$ cat src/rtl/vga_timing_pkg.sv
// Default 640x480@60 raster mode constants and a helper for per-axis total count.
package vga_timing_pkg;

  localparam int DEF_H_ACTIVE = 640;
  localparam int DEF_H_FP     = 16;
  localparam int DEF_H_SYNC   = 96;
  localparam int DEF_H_BP     = 48;
  localparam int DEF_V_ACTIVE = 480;
  localparam int DEF_V_FP     = 10;
  localparam int DEF_V_SYNC   = 2;
  localparam int DEF_V_BP     = 33;

  function automatic int axis_total(input int active, input int fp, input int sync, input int bp);
    return active + fp + sync + bp;
  endfunction

endpackage

$ cat src/rtl/vga_timing_gen_if.sv
// Raster output bundle: sync levels, data enable, coordinates, event pulses, frame count.
interface vga_timing_gen_if #(
  parameter int X_W     = 10,
  parameter int Y_W     = 10,
  parameter int FRAME_W = 8
);
  logic               hs;
  logic               vs;
  logic               de;
  logic [X_W-1:0]     x;
  logic [Y_W-1:0]     y;
  logic               line_start;
  logic               frame_start;
  logic               animate;
  logic [FRAME_W-1:0] frame;

  modport master (output hs, vs, de, x, y, line_start, frame_start, animate, frame);
  modport slave  (input  hs, vs, de, x, y, line_start, frame_start, animate, frame);
endinterface

$ cat src/rtl/vga_axis_cnt.sv
// One raster axis: wrapping position counter with decodes taken from the next position,
// so the parent can register them and land on the same cycle as the counter itself.
module vga_axis_cnt
  import vga_timing_pkg::*;
#(
  parameter int ACTIVE = 640,
  parameter int FP     = 16,
  parameter int SYNC   = 96,
  parameter int BP     = 48,
  parameter int W      = 10
) (
  input  logic         i_clk,
  input  logic         i_rst,
  input  logic         i_en,
  output logic [W-1:0] o_cnt,
  output logic         o_wrap,
  output logic         o_active,
  output logic         o_sync
);

  localparam int TOTAL = axis_total(ACTIVE, FP, SYNC, BP);

  logic [W-1:0] cnt_q, cnt_d;

  assign o_wrap = (cnt_q == W'(TOTAL - 1));

  always_comb begin
    cnt_d = cnt_q;
    if (i_en) cnt_d = o_wrap ? '0 : cnt_q + W'(1);
  end

  // Reset parks on the last position so the first enable lands on 0.
  always_ff @(posedge i_clk) begin
    if (i_rst) cnt_q <= W'(TOTAL - 1);
    else       cnt_q <= cnt_d;
  end

  assign o_cnt    = cnt_d;
  assign o_active = (cnt_d < W'(ACTIVE));
  assign o_sync   = (cnt_d >= W'(ACTIVE + FP)) && (cnt_d < W'(ACTIVE + FP + SYNC));

endmodule

$ cat src/rtl/vga_timing_gen.sv
// Parametrised raster timing generator: all outputs registered, one cycle after the
// pixel strobe, describing the same raster position.
module vga_timing_gen
  import vga_timing_pkg::*;
#(
  parameter int H_ACTIVE = DEF_H_ACTIVE,
  parameter int H_FP     = DEF_H_FP,
  parameter int H_SYNC   = DEF_H_SYNC,
  parameter int H_BP     = DEF_H_BP,
  parameter int V_ACTIVE = DEF_V_ACTIVE,
  parameter int V_FP     = DEF_V_FP,
  parameter int V_SYNC   = DEF_V_SYNC,
  parameter int V_BP     = DEF_V_BP,
  parameter bit HS_POL   = 1'b0,
  parameter bit VS_POL   = 1'b0,
  parameter int X_W      = 10,
  parameter int Y_W      = 10,
  parameter int FRAME_W  = 8
) (
  input  logic             i_clk,
  input  logic             i_rst,
  input  logic             i_pix_stb,
  vga_timing_gen_if.master vga_o
);

  logic [X_W-1:0] h_cnt;
  logic [Y_W-1:0] v_cnt;
  logic h_wrap, h_act, h_sync;
  logic v_wrap, v_act, v_sync;
  logic v_en;

  assign v_en = i_pix_stb & h_wrap;

  vga_axis_cnt #(.ACTIVE(H_ACTIVE), .FP(H_FP), .SYNC(H_SYNC), .BP(H_BP), .W(X_W)) u_h_cnt (
    .i_clk(i_clk), .i_rst(i_rst), .i_en(i_pix_stb),
    .o_cnt(h_cnt), .o_wrap(h_wrap), .o_active(h_act), .o_sync(h_sync)
  );

  vga_axis_cnt #(.ACTIVE(V_ACTIVE), .FP(V_FP), .SYNC(V_SYNC), .BP(V_BP), .W(Y_W)) u_v_cnt (
    .i_clk(i_clk), .i_rst(i_rst), .i_en(v_en),
    .o_cnt(v_cnt), .o_wrap(v_wrap), .o_active(v_act), .o_sync(v_sync)
  );

  logic               hs_q, hs_d, vs_q, vs_d, de_q, de_d;
  logic [X_W-1:0]     x_q, x_d;
  logic [Y_W-1:0]     y_q, y_d;
  logic               line_start_q, line_start_d;
  logic               frame_start_q, frame_start_d;
  logic               animate_q, animate_d;
  logic [FRAME_W-1:0] frame_q, frame_d;

  // Pulses qualify on the strobe; levels follow the counter's next position and so hold without it.
  always_comb begin
    de_d          = h_act & v_act;
    x_d           = de_d ? h_cnt : '0;
    y_d           = de_d ? v_cnt : '0;
    hs_d          = h_sync ? HS_POL : ~HS_POL;
    vs_d          = v_sync ? VS_POL : ~VS_POL;
    line_start_d  = i_pix_stb & h_wrap;
    frame_start_d = v_en & v_wrap;
    animate_d     = v_en && (v_cnt == Y_W'(V_ACTIVE));
    frame_d       = frame_start_d ? frame_q + FRAME_W'(1) : frame_q;
  end

  always_ff @(posedge i_clk) begin
    if (i_rst) begin
      hs_q          <= ~HS_POL;
      vs_q          <= ~VS_POL;
      de_q          <= 1'b0;
      x_q           <= '0;
      y_q           <= '0;
      line_start_q  <= 1'b0;
      frame_start_q <= 1'b0;
      animate_q     <= 1'b0;
      frame_q       <= '0;
    end else begin
      hs_q          <= hs_d;
      vs_q          <= vs_d;
      de_q          <= de_d;
      x_q           <= x_d;
      y_q           <= y_d;
      line_start_q  <= line_start_d;
      frame_start_q <= frame_start_d;
      animate_q     <= animate_d;
      frame_q       <= frame_d;
    end
  end

  assign vga_o.hs          = hs_q;
  assign vga_o.vs          = vs_q;
  assign vga_o.de          = de_q;
  assign vga_o.x           = x_q;
  assign vga_o.y           = y_q;
  assign vga_o.line_start  = line_start_q;
  assign vga_o.frame_start = frame_start_q;
  assign vga_o.animate     = animate_q;
  assign vga_o.frame       = frame_q;

endmodule
$ cat src/flat_wrapper.sv
// flat-port wrapper written by rule: the top's interface ports become plain ports
module vga_timing_gen_flat import vga_timing_pkg::*;
#(
  parameter int H_ACTIVE = DEF_H_ACTIVE,
  parameter int H_FP     = DEF_H_FP,
  parameter int H_SYNC   = DEF_H_SYNC,
  parameter int H_BP     = DEF_H_BP,
  parameter int V_ACTIVE = DEF_V_ACTIVE,
  parameter int V_FP     = DEF_V_FP,
  parameter int V_SYNC   = DEF_V_SYNC,
  parameter int V_BP     = DEF_V_BP,
  parameter bit HS_POL   = 1'b0,
  parameter bit VS_POL   = 1'b0,
  parameter int X_W      = 10,
  parameter int Y_W      = 10,
  parameter int FRAME_W  = 8
)
  (i_clk, i_rst, i_pix_stb, vga_o_hs, vga_o_vs, vga_o_de, vga_o_x, vga_o_y, vga_o_line_start, vga_o_frame_start, vga_o_animate, vga_o_frame);
  vga_timing_gen_if #(.X_W(X_W), .Y_W(Y_W), .FRAME_W(FRAME_W)) vga_o_i ();
  input  logic i_clk;
  input  logic i_rst;
  input  logic i_pix_stb;
  output wire logic [$bits(vga_o_i.hs)-1:0] vga_o_hs;
  output wire logic [$bits(vga_o_i.vs)-1:0] vga_o_vs;
  output wire logic [$bits(vga_o_i.de)-1:0] vga_o_de;
  output wire logic [$bits(vga_o_i.x)-1:0] vga_o_x;
  output wire logic [$bits(vga_o_i.y)-1:0] vga_o_y;
  output wire logic [$bits(vga_o_i.line_start)-1:0] vga_o_line_start;
  output wire logic [$bits(vga_o_i.frame_start)-1:0] vga_o_frame_start;
  output wire logic [$bits(vga_o_i.animate)-1:0] vga_o_animate;
  output wire logic [$bits(vga_o_i.frame)-1:0] vga_o_frame;
  assign vga_o_hs = vga_o_i.hs;
  assign vga_o_vs = vga_o_i.vs;
  assign vga_o_de = vga_o_i.de;
  assign vga_o_x = vga_o_i.x;
  assign vga_o_y = vga_o_i.y;
  assign vga_o_line_start = vga_o_i.line_start;
  assign vga_o_frame_start = vga_o_i.frame_start;
  assign vga_o_animate = vga_o_i.animate;
  assign vga_o_frame = vga_o_i.frame;
  vga_timing_gen #(.H_ACTIVE(H_ACTIVE), .H_FP(H_FP), .H_SYNC(H_SYNC), .H_BP(H_BP), .V_ACTIVE(V_ACTIVE), .V_FP(V_FP), .V_SYNC(V_SYNC), .V_BP(V_BP), .HS_POL(HS_POL), .VS_POL(VS_POL), .X_W(X_W), .Y_W(Y_W), .FRAME_W(FRAME_W)) u_core (.i_clk(i_clk), .i_rst(i_rst), .i_pix_stb(i_pix_stb), .vga_o(vga_o_i));
endmodule
$ cat config.mk
export PLATFORM = sky130hd
export DESIGN_NAME = vga_timing_gen_flat
export DESIGN_NICKNAME = d
export VERILOG_FILES = /design/src/rtl/vga_timing_pkg.sv /design/src/rtl/vga_timing_gen_if.sv /design/src/rtl/vga_axis_cnt.sv /design/src/rtl/vga_timing_gen.sv /design/src/flat_wrapper.sv
export SDC_FILE = /design/constraint.sdc
export NUM_CORES = 1
export LEC_CHECK = 0
export ABC_CLOCK_PERIOD_IN_PS = 2480
export CAP_MARGIN = 20
export CORE_MARGIN = 5
export CORE_UTILIZATION = 44
export DETAILED_ROUTE_END_ITERATION = 7
export GPL_TIMING_DRIVEN = 0
export PLACE_DENSITY = 0.7
export SLEW_MARGIN = 20
export SYNTH_ARGS = -nofsm -noshare
export SYNTH_HDL_FRONTEND = slang
export SYNTH_HIERARCHICAL = 1
export SYNTH_SLANG_ARGS = --single-unit
$ cat constraint.sdc
create_clock -name i_clk -period 2.48 [get_ports i_clk]
set_input_delay 0.248 -clock i_clk [delete_from_list [all_inputs] [get_ports i_clk]]
set_output_delay 0.248 -clock i_clk [all_outputs]
set_load 0.1 [all_outputs]
==> results of run 1 <==
-- final cells by class --
type                       count  area, sq um
clock inverter                 1         30.0
clock buffer                   6         82.6
timing repair buffer          56          533
multi-input combinational    188         1400
sequential                    54         1090
fill                         455         2090
tap                           72         90.1
inverter                      12         45.0
buffer                         9         76.3
-- path summary, 6_finish.rpt --
| kind | endpoint | cells past startpoint | startpoint | slack [ps] |
|---|---|---|---|---|
| setup reg to reg | u_core/vga_o.x[1]$_SDFF_PP0_ | 14 | u_core/u_h_cnt/cnt_q[7]$_SDFF_PP0_ | -110 |
| hold reg to reg | u_core/vga_o.frame[7]$_SDFFE_PP0P_ | 2 | u_core/vga_o.frame[7]$_SDFFE_PP0P_ | 480 |
| hold / removal | u_core/vga_o.frame[7]$_SDFFE_PP0P_ | 2 | u_core/vga_o.frame[7]$_SDFFE_PP0P_ | 480 |
| setup / recovery | u_core/vga_o.x[1]$_SDFF_PP0_ | 14 | u_core/u_h_cnt/cnt_q[7]$_SDFF_PP0_ | -110 |
-- registers in the layout, summed over array words and instances, names as in the netlist --
name,count
u_core/u_h_cnt/cnt_q,10
u_core/u_v_cnt/cnt_q,10
u_core/vga_o.x,10
u_core/vga_o.y,10
u_core/vga_o.frame,8
u_core/vga_o.animate,1
u_core/vga_o.de,1
u_core/vga_o.frame_start,1
u_core/vga_o.hs,1
u_core/vga_o.line_start,1
u_core/vga_o.vs,1
-- power by group through the flow --
stage / logic, mW / clock network (mW) / registers [mW]
2_1_floorplan: 0.313 / 0 / 1.12
3_3_place_gp: 0.571 / 0 / 0.986
3_5_place_dp: 0.577 / 0 / 0.987
4_1_cts: 0.717 / 0.611 / 0.970
5_1_grt: 0.800 / 0.647 / 0.981
6_report: 0.750 / 0.596 / 0.973
-- cells by family after synthesis --
group                      count (synthesis)
AOI/OAI and AO/OA                         35
xor gates and xnor gates                  20
adders and majority gates                  4
buffers and inverters                     23
DFF                                       54
muxes                                      4
and+or+nand+nor                          124
-- metal layers --
metal	vias up	track usage, %	part of all wire [%]
li1	1039	-	-
met1	975	18.9	43
met2	45	26.5	51
met3	8	3.14	4.8
met4	0	3.45	1.9
met5	-	0	0
-- through the flow --
stage | instances | worst slack (ps) | instance area [sq um] | hold WS (ps) | setup TNS, ps
final | 398 | -107 | 3350 | 483 | -1850
after floorplan | 264 | 73.2 | 2460 | 320 | 0
after global routing | 398 | -251 | 3350 | 510 | -4840
after detailed placement | 372 | -457 | 2910 | 472 | -9240
after CTS | 396 | -140 | 3260 | 487 | -2620
after global placement | 372 | -412 | 2910 | 465 | -8150
-- placed cells by master (no fill, tap or decap), types with 3 or more instances in the layout --
cell type,count
buf_6,3
buf_8,4
nand2b_1,5
nor3_1,5
or2_1,3
nor2b_1,8
o31ai_1,5
a21oi_2,3
or3_4,3
nand2_1,20
nor2_1,12
inv_1,11
buf_2,4
ha_1,4
dfxtp_1,46
clkbuf_8,6
mux2i_1,3
and2_1,13
nand4_1,7
xor2_1,13
xnor2_1,7
clkdlybuf4s50_1,36
nand3_1,8
dfxtp_2,7
and2_4,9
o21ai_0,7
and3_1,4
buf_4,18
nor4_4,4
a21oi_1,9
-- tightest hold or removal path: stages (launching register included) --
cell,delay (ps)
dfxtp_1,330
o31ai_1,60
a21oi_1,50
-- timing repair --
item | CTS | global route
pin swaps | 7 | 11
setup endpoints to repair | 23 | 30
buffers inserted | 16 | 6
resized for setup | 25 | 25
gates cloned | 2 | 1
==> summary.md, run 1 <==
| Metric | Value |
|---|---|
| Die X | `84.6 um` |
| Achievable frequency | `387 MHz` |
| Max FO, Critical Path | `5` |
| Final setup fails | `20` |
| Sequential Power Share | `41.9%` |
| Hold Vio Cnt, Final | `0` |
| Worst-path clk slew | `90 ps` |
| Main combinational cell family by area after synthesis | `simple AND/OR/NAND/NOR gates` |
| Critical Path End Type | `flip-flop` |
| Critical Path Source Type | `flip-flop` |
| Power Total | `between 2 and 2.5 mW` |
| Drt via density | `5.19` |
| DIE AREA | `7150 sq um` |
| Post-Syn Area | `2450 sq um` |
| Worst-Skew Late Latency | `300 ps` |
| Synth Area in Adders | `slightly above 2%` |
| Max IR drop VDD | `0.000277 V` |
| Final Max Slew Viols | `0` |
| Switch Pwr | `0.776 mW` |
| Delay of the slowest critical-path stage | `about 350 ps` |
| CTS Buf Count | `5` |
| First-pass GRT wire length | `8.99 mm` |
| Yosys top cell area share | `44.2%` |
| Slew @ Worst Pin | `972 ps` |
| Failing checks | `setup timing` |
| CP Data Arrival Time | `2840 ps` |
| DRC Markers | `0` |
| Share of post-route cells with drive strength above 1 | `24.8%` |
| GRT Util Overall | `15.1%` |
| Synth area leader | `dfxtp_1` |
| Simple-gate share of the synthesized area | `31.5%` |
| CP cell instances | `nand4b_1 > nor4_4 > nand2_1 > inv_2 > and2_4 > nand3_4 > buf_6 > mux2i_2 > o22ai_2 > a31oi_1 > nand2_1 > nor2_4 > buf_8 > and2_4` |
| Area contributors post-synth | `dfxtp_1 44%, and2_1 5.6%, xor2_1 4.7%, nand2_1 3.2%, xnor2_1 2.5%` |
| Final WL | `5.57 mm` |
| Worst slew margin | `35.0%` |
| Slowest CP cell | `dfxtp_4` |
| Top FF cell, synth | `dfxtp_1` |
| Sw frac | `approximately a third` |
| HP Class | `reg2reg` |
| RSZ-0062 raised after global routing | `true` |
| Required @ worst endpoint | `2730 ps` |
| CTS tree | `yes` |
| Die Span Y | `84.6 um` |
| Post-synth net total | `271` |
| Library cells used by synthesis | `47` |
| CTS H-tree depth | `2` |
| Syn Inst Count | `264` |
| Final Wtd Congestion | `0.890` |
| Num Clock Sinks | `54` |
| Post-Synth XOR/XNOR Area | `7.16%` |
| Number of flops mapped to enable cells by yosys | `0` |
| PD cells | `693 nW/um^2` |
| Share of synthesized registers carrying an async set or reset | `0%` |
| Clk pwr share | `25.7%` |
| Area growth, synth to finish | `36.8%` |
| Port bufs | `36` |
| CP delay by family, top | `simple AND/OR/NAND/NOR gates` |
| Root buf cell | `clkbuf_8` |
| Gr ovfl total | `0` |
| Combinational fraction of design power | `32.4%` |
| Drt first pass iters | `5` |
| Fin nets | `between 300 and 400` |
| # rows | `27` |
| Most frequent cells after synthesis | `54 x dfxtp_1, 22 x and2_1, 21 x nand2_1` |
| Vias | `about 2.1k` |
| Routed Antenna Nets | `0` |
| Vias in the first global route | `1901` |
| Max-Cap Viols | `0` |
| Initial drt markers | `160` |
| Final setup margin | `-107 ps` |
| Hold Buf Count CTS | `0` |
| WS Path Type | `reg2reg` |
| Final worst path period share | `104%` |
| Antenna violations before repair | `0` |
| Diodes inserted | `0` |
| Final core utilization | `61.5%` |
| Most frequent cell after synthesis | `dfxtp_1` |
| DP HPWL | `3.58 mm` |
| Register area share after synthesis | `44.2%` |
| WL per Instance | `around 14 um` |
| CTS max path bufs | `2` |
| Core Area | `5440 sq um` |
| Pleak | `approximately 1.3 nW` |
| Complex-gate fraction of the synthesized area | `9.16%` |
| Clock Skew | `5.16 ps` |
| Warnings from Yosys | `6` |
| Mux cell area share after synthesis | `under 10%` |
| Synth Area per Inst | `9.27 sq um` |
| Largest net degree at the start of global routing | `16` |
| Period minus WS final | `around 2600 ps` |
| Post-synthesis register bit count | `54` |
| Initial Util | `45.0%` |
| Num ports | `37` |
| Worst Path Buf+Inv | `3` |
| Int Pwr | `1.54 mW` |
| Status | `complete, but fails checks` |
Note: power is estimated with default switching activity, not from simulation.
==> inputs of run 2 (changes only) <==
- GPL_TIMING_DRIVEN: 0 -> not set
==> summary.md, run 2 (same netlist as run 1, synthesis figures left out) <==
| Metric | Value |
|---|---|
| Status | `complete, no violations` |
| Port bufs | `36` |
| Sw frac | `35.1%` |
| CTS max path bufs | `2` |
| Placed Area | `3000 sq um` |
| GRT Util Overall | `between 10% and 20%` |
| Drt via density | `5.06` |
| Gr ovfl total | `0` |
| CP cell instances | `nand2_1 > nor4_2 > nand2_1 > inv_2 > and2_4 > nand3_4 > nor4_4 > xnor2_1 > a21oi_2 > buf_4 > nand4b_1 > nor3b_2 > and3_1` |
| CP delay by family, top | `simple AND/OR/NAND/NOR gates` |
| Most frequent CP cell | `nand2_1` |
| Final setup fails | `0` |
| Vias in the first global route | `1974` |
| WS Path Type | `reg2reg` |
| Critical Path End Type | `flip-flop` |
| Max-Cap Viols | `0` |
| Commonest non-fill, non-tap cell in the layout | `buf_4` |
| Final setup margin | `around 110 ps` |
| Die Span Y | `84.6 um` |
| Worst reg2reg startpoint | `u_core/u_h_cnt/cnt_q[3]$_SDFF_PP1_` |
| DRC Markers | `0` |
| Delay of the slowest critical-path stage | `360 ps` |
| Num ports | `37` |
| DIE AREA | `7150 sq um` |
| Vias | `2035` |
| Combinational fraction of design power | `31.7%` |
| # rows | `27` |
| PD cells | `671 nW/um^2` |
| RSZ-0062 raised after global routing | `true` |
| Fin nets | `approximately 340` |
| Pleak | `approximately 1.4 nW` |
| Hold Vio Cnt, Final | `0` |
| Critical Path Start | `u_core/u_h_cnt/cnt_q[3]$_SDFF_PP1_` |
| HP Start | `u_core/vga_o.frame[7]$_SDFFE_PP0P_` |
| Die X | `84.6 um` |
| Root buf cell | `clkbuf_8` |
| Switch Pwr | `0.739 mW` |
| Worst-Skew Late Latency | `300 ps` |
| Critical Path Source Type | `flip-flop` |
| Slowest CP cell | `dfxtp_1` |
| Max FO, Critical Path | `5` |
| Worst-path clk slew | `100 ps` |
| Final Wtd Congestion | `0.854` |
| HP Class | `reg2reg` |
| Initial drt markers | `119` |
| Final WL | `5.24 mm` |
| WL per Instance | `between 10 and 15 um` |
| Final worst path period share | `95.7%` |
| Routed Antenna Nets | `0` |
| Largest net degree at the start of global routing | `18` |
| Core Area | `5440 sq um` |
| Clk pwr share | `between 20% and 30%` |
| Area growth, synth to finish | `28.1%` |
| First-pass GRT wire length | `8.94 mm` |
| CTS H-tree depth | `2` |
| Max IR drop VDD | `0.000269 V` |
| Commonest non-fill, non-tap cells in the layout | `66 x buf_4, 53 x dfxtp_1, 21 x nand2_1, 21 x and2_1` |
| Finished Cell Area | `around 3100 sq um` |
| Num Clock Sinks | `54` |
| Worst Path Buf+Inv | `2` |
| Worst slew margin | `66.9%` |
| DP HPWL | `3.91 mm` |
| Final Max Slew Viols | `0` |
| Clock Skew | `approximately 8.7 ps` |
| Sequential Area | `1080 sq um` |
| Int Pwr | `1.36 mW` |
| Slew @ Worst Pin | `493 ps` |
| Initial Util | `45.0%` |
| Drt first pass iters | `4` |
| Required @ worst endpoint | `2720 ps` |
| CTS tree | `yes` |
| Antenna violations before repair | `0` |
| Multi-input logic area | `1300 sq um` |
| DP Worst Slack | `-120 ps` |
| CTS Buf Count | `5` |
| Share of post-route cells with drive strength above 1 | `about 29%` |
| CP Data Arrival Time | `2620 ps` |
| Diodes inserted | `0` |
| Achievable frequency | `421 MHz` |
| Fill cells | `around 500` |
| Sequential Power Share | `a little under half` |
| Period minus WS final | `2370 ps` |
==> run 2: changes by cell type in the layout (fill, tap and decap cells not counted), moves of 4 or more <==
cell | previous run | this run
and2_1 | 13 | 21
and2_4 | 9 | 1
buf_4 | 18 | 66
buf_8 | 4 | 0
buf_2 | 4 | 0
clkdlybuf4s50_1 | 36 | 2
dfxtp_1 | 46 | 53
dfxtp_2 | 7 | 1
==> run 2: final cells by class <==
| class | instances | share of cell area [%] |
|---|---|---|
| tap | 72 | 2.88 |
| timing repair buffer | 69 | 16.8 |
| inverter | 12 | 1.44 |
| clock buffer | 5 | 2.20 |
| multi-input combinational | 187 | 41.5 |
| clock inverter | 3 | 0.679 |
| sequential | 54 | 34.5 |
==> run 2: what timing repair did <==
| action | in CTS | in global routing |
|---|---|---|
| hold buffers | 0 | 0 |
| endpoints found under the setup margin | 1 | 22 |
| pin swaps | 0 | 2 |
| cloned | 0 | 0 |
| gates resized for setup | 1 | 5 |
| buffers inserted | 0 | 2 |
==> run 2: final timing paths <==
| kind | end | slack (ps) | depth (start not counted) |
|---|---|---|---|
| worst max-delay path | u_core/vga_o.animate$_SDFF_PP0_ | 110 | 13 |
| worst min-delay path | u_core/vga_o.frame[7]$_SDFFE_PP0P_ | 490 | 2 |
| worst max register to register | u_core/vga_o.animate$_SDFF_PP0_ | 110 | 13 |
| worst min register to register | u_core/vga_o.frame[7]$_SDFFE_PP0P_ | 490 | 2 |
==> run 2: through the flow <==
step	power [mW]	util (%)	hold WS [ps]	TNS, ps	instances
3_3_place_gp	1.63	55.1	465	-93.4	392
5_1_grt	2.22	57.6	555	-378	402
2_1_floorplan	1.44	-	320	0	264
6_report	2.10	57.6	490	0	402
4_1_cts	2.11	56.8	490	0	400
3_5_place_dp	1.63	55.1	474	-120	392
==> run 2: worst reg2reg max path: cells and delay by family (launching register included) <==
kind	cells	cell delay, ps
AO/OA/AOI/OAI	1	50
XOR/XNOR	1	170
buffers and inverters	2	230
flip-flops	1	360
AND/OR/NAND/NOR	9	1510
==> run 2: power groups by stage <==
stage               logic [mW]  registers, mW  clock network [mW]
floorplan                0.313           1.12                   0
global placement         0.647          0.981                   0
detailed placement       0.650          0.981                   0
CTS                      0.653          0.961               0.496
global route             0.723          0.971               0.529
finish                   0.666          0.962               0.475
==> run 2: layer usage <==
layer  vias up  track usage [%]  routed length, um
li1       1044                -                  -
met1       946             18.5               2320
met2        36             25.3               2590
met3         9             3.53                250
met4         0             5.04                 68
met5         -                0                  0
==> inputs of run 3 (changes only) <==
- CORE_UTILIZATION: 44 -> 48
- PLACE_DENSITY: 0.7 -> 0.75
==> summary.md, run 3 (same netlist as run 1, synthesis figures left out) <==
| Metric | Value |
|---|---|
| Worst reg2reg endpoint | `u_core/vga_o.animate$_SDFF_PP0_` |
| HP Class | `reg2reg` |
| Clock Skew | `just over 8 ps` |
| Diodes inserted | `0` |
| WL per Instance | `13.8 um` |
| Drt via density | `around 5.2` |
| Drt first pass iters | `4` |
| Port bufs | `36` |
| Worst reg2reg startpoint | `u_core/u_h_cnt/cnt_q[7]$_SDFF_PP0_` |
| CTS max path bufs | `2` |
| Largest net degree at the start of global routing | `23` |
| Initial Util | `between 40% and 50%` |
| PD cells | `681 nW/um^2` |
| DP HPWL | `3.95 mm` |
| CTS Buf Count | `5` |
| Status | `complete, no violations` |
| Routed Antenna Nets | `0` |
| Critical Path Source Type | `flip-flop` |
| Power Total | `about 2.1 mW` |
| FF-to-FF setup slack | `30 ps` |
| Worst slew margin | `78.1%` |
| Final core utilization | `62.1%` |
| RSZ-0062 raised after global routing | `true` |
| CTS tree | `yes` |
| Max IR drop VDD | `0.000302 V` |
| Worst-path clk slew | `90 ps` |
| First-pass GRT wire length | `8.90 mm` |
| Period minus WS final | `about 2500 ps` |
| # rows | `26` |
| WS Path Type | `reg2reg` |
| Required @ worst endpoint | `around 2700 ps` |
| Final setup fails | `0` |
| Final Max Slew Viols | `0` |
| Area growth, synth to finish | `28.0%` |
| Root buf cell | `clkbuf_8` |
| Fin nets | `332` |
| Worst-Skew Late Latency | `300 ps` |
| Finished Cell Area | `3130 sq um` |
| Max FO, Critical Path | `5` |
| Hold Crit Depth | `2` |
| GRT Util Overall | `17.2%` |
| Core Area | `5040 sq um` |
| End of the worst hold path | `u_core/vga_o.frame[7]$_SDFFE_PP0P_` |
| CP Data Arrival Time | `around 2700 ps` |
| Vias in the first global route | `1987` |
| Critical Path End Type | `flip-flop` |
| Commonest non-fill, non-tap cells in the layout | `62 x buf_4, 53 x dfxtp_1, 20 x nand2_1` |
| Antenna violations before repair | `0` |
| Slew @ Worst Pin | `327 ps` |
| Reg2reg path depth | `13` |
| Hold WS | `485 ps` |
| Die Span Y | `81.4 um` |
| Hold Buf Count CTS | `0` |
| Max-Cap Viols | `0` |
| Final Wtd Congestion | `0.875` |
| Initial drt markers | `about 170` |
| Final WL | `5.48 mm` |
| Share of post-route cells with drive strength above 1 | `roughly 30%` |
| Placed Area | `2970 sq um` |
| Vias | `2070` |
| HP Start | `u_core/vga_o.frame[7]$_SDFFE_PP0P_` |
| Gr ovfl total | `0` |
| Filler-free cell count of the finished design | `396` |
| Cells after DPL | `~390` |
| Commonest non-fill, non-tap cell in the layout | `buf_4` |
| Pleak | `1.35 nW` |
| CTS H-tree depth | `2` |
| Achievable frequency | `approximately 410 MHz` |
| Final worst path period share | `a little over nine tenths` |
| DIE AREA | `6620 sq um` |
| Num Clock Sinks | `54` |
| Num ports | `37` |
| Hold Vio Cnt, Final | `0` |
| DRC Markers | `0` |
| Die X | `81.4 um` |
==> run 3: layout make-up <==
cell class	instances	area (sq um)
fill	438	1910
multi-input combinational	187	1320
sequential	54	1080
timing repair buffer	65	497
tap	70	87.6
clock buffer	6	82.6
inverter	12	45.0
clock inverter	2	12.5
==> run 3: how the worst max path moves through the flow <==
stage / from / to / slack, ps / cells after the start
6_report: u_core/u_h_cnt/cnt_q[7]$_SDFF_PP0_ / u_core/vga_o.animate$_SDFF_PP0_ / 30 / 13
3_5_place_dp: u_core/u_h_cnt/cnt_q[7]$_SDFF_PP0_ / u_core/vga_o.animate$_SDFF_PP0_ / -130 / 13
3_3_place_gp: u_core/u_h_cnt/cnt_q[7]$_SDFF_PP0_ / u_core/vga_o.animate$_SDFF_PP0_ / -100 / 12
5_1_grt: u_core/u_h_cnt/cnt_q[7]$_SDFF_PP0_ / u_core/vga_o.animate$_SDFF_PP0_ / -110 / 13
4_1_cts: u_core/u_h_cnt/cnt_q[7]$_SDFF_PP0_ / u_core/vga_o.animate$_SDFF_PP0_ / 10 / 13
2_1_floorplan: u_core/u_h_cnt/cnt_q[7]$_SDFF_PP0_ / u_core/vga_o.y[0]$_SDFF_PP0_ / 70 / 15
==> run 3: repair_timing <==
action / CTS / global route
buffers inserted: 0 / 0
gates cloned: 0 / 1
setup endpoints to repair: 12 / 22
gates resized for setup: 1 / 15
pin swaps: 1 / 2
endpoints found under the hold margin: 0 / 0
==> run 3: metal layers <==
metal  vias up  global-route usage, %  routed length, um
li1       1032                      -                  -
met1       984                   20.2               2370
met2        42                   29.7               2730
met3        12                   4.21                265
met4         0                   6.93                116
met5         -                      0                  0
==> run 3: stage by stage <==
step	setup slack, ps	TNS, ps
5_1_grt	-110	-1140
3_3_place_gp	-102	-102
2_1_floorplan	73.2	0
6_report	29.2	0
4_1_cts	14.0	0
3_5_place_dp	-128	-128
==> run 3: report_power, final <==
| group | internal, mW | switching, mW | total (mW) |
|---|---|---|---|
| logic | 0.237 | 0.431 | 0.668 |
| registers | 0.920 | 0.0433 | 0.963 |
| clock network | 0.225 | 0.275 | 0.499 |
| total | 1.38 | 0.749 | 2.13 |
==> run 3: worst max-delay path, cell delays in order (launching register included) <==
cell and delay, ps:
dfxtp_2 330, nand4b_1 210, nor4_2 220, nand2_1 130, inv_2 70, and2_4 180
nand3_4 110, nor4_4 160, xnor2_1 160, a21oi_2 50, buf_4 140, nand4b_1 180
nor3b_2 250, and3_1 190
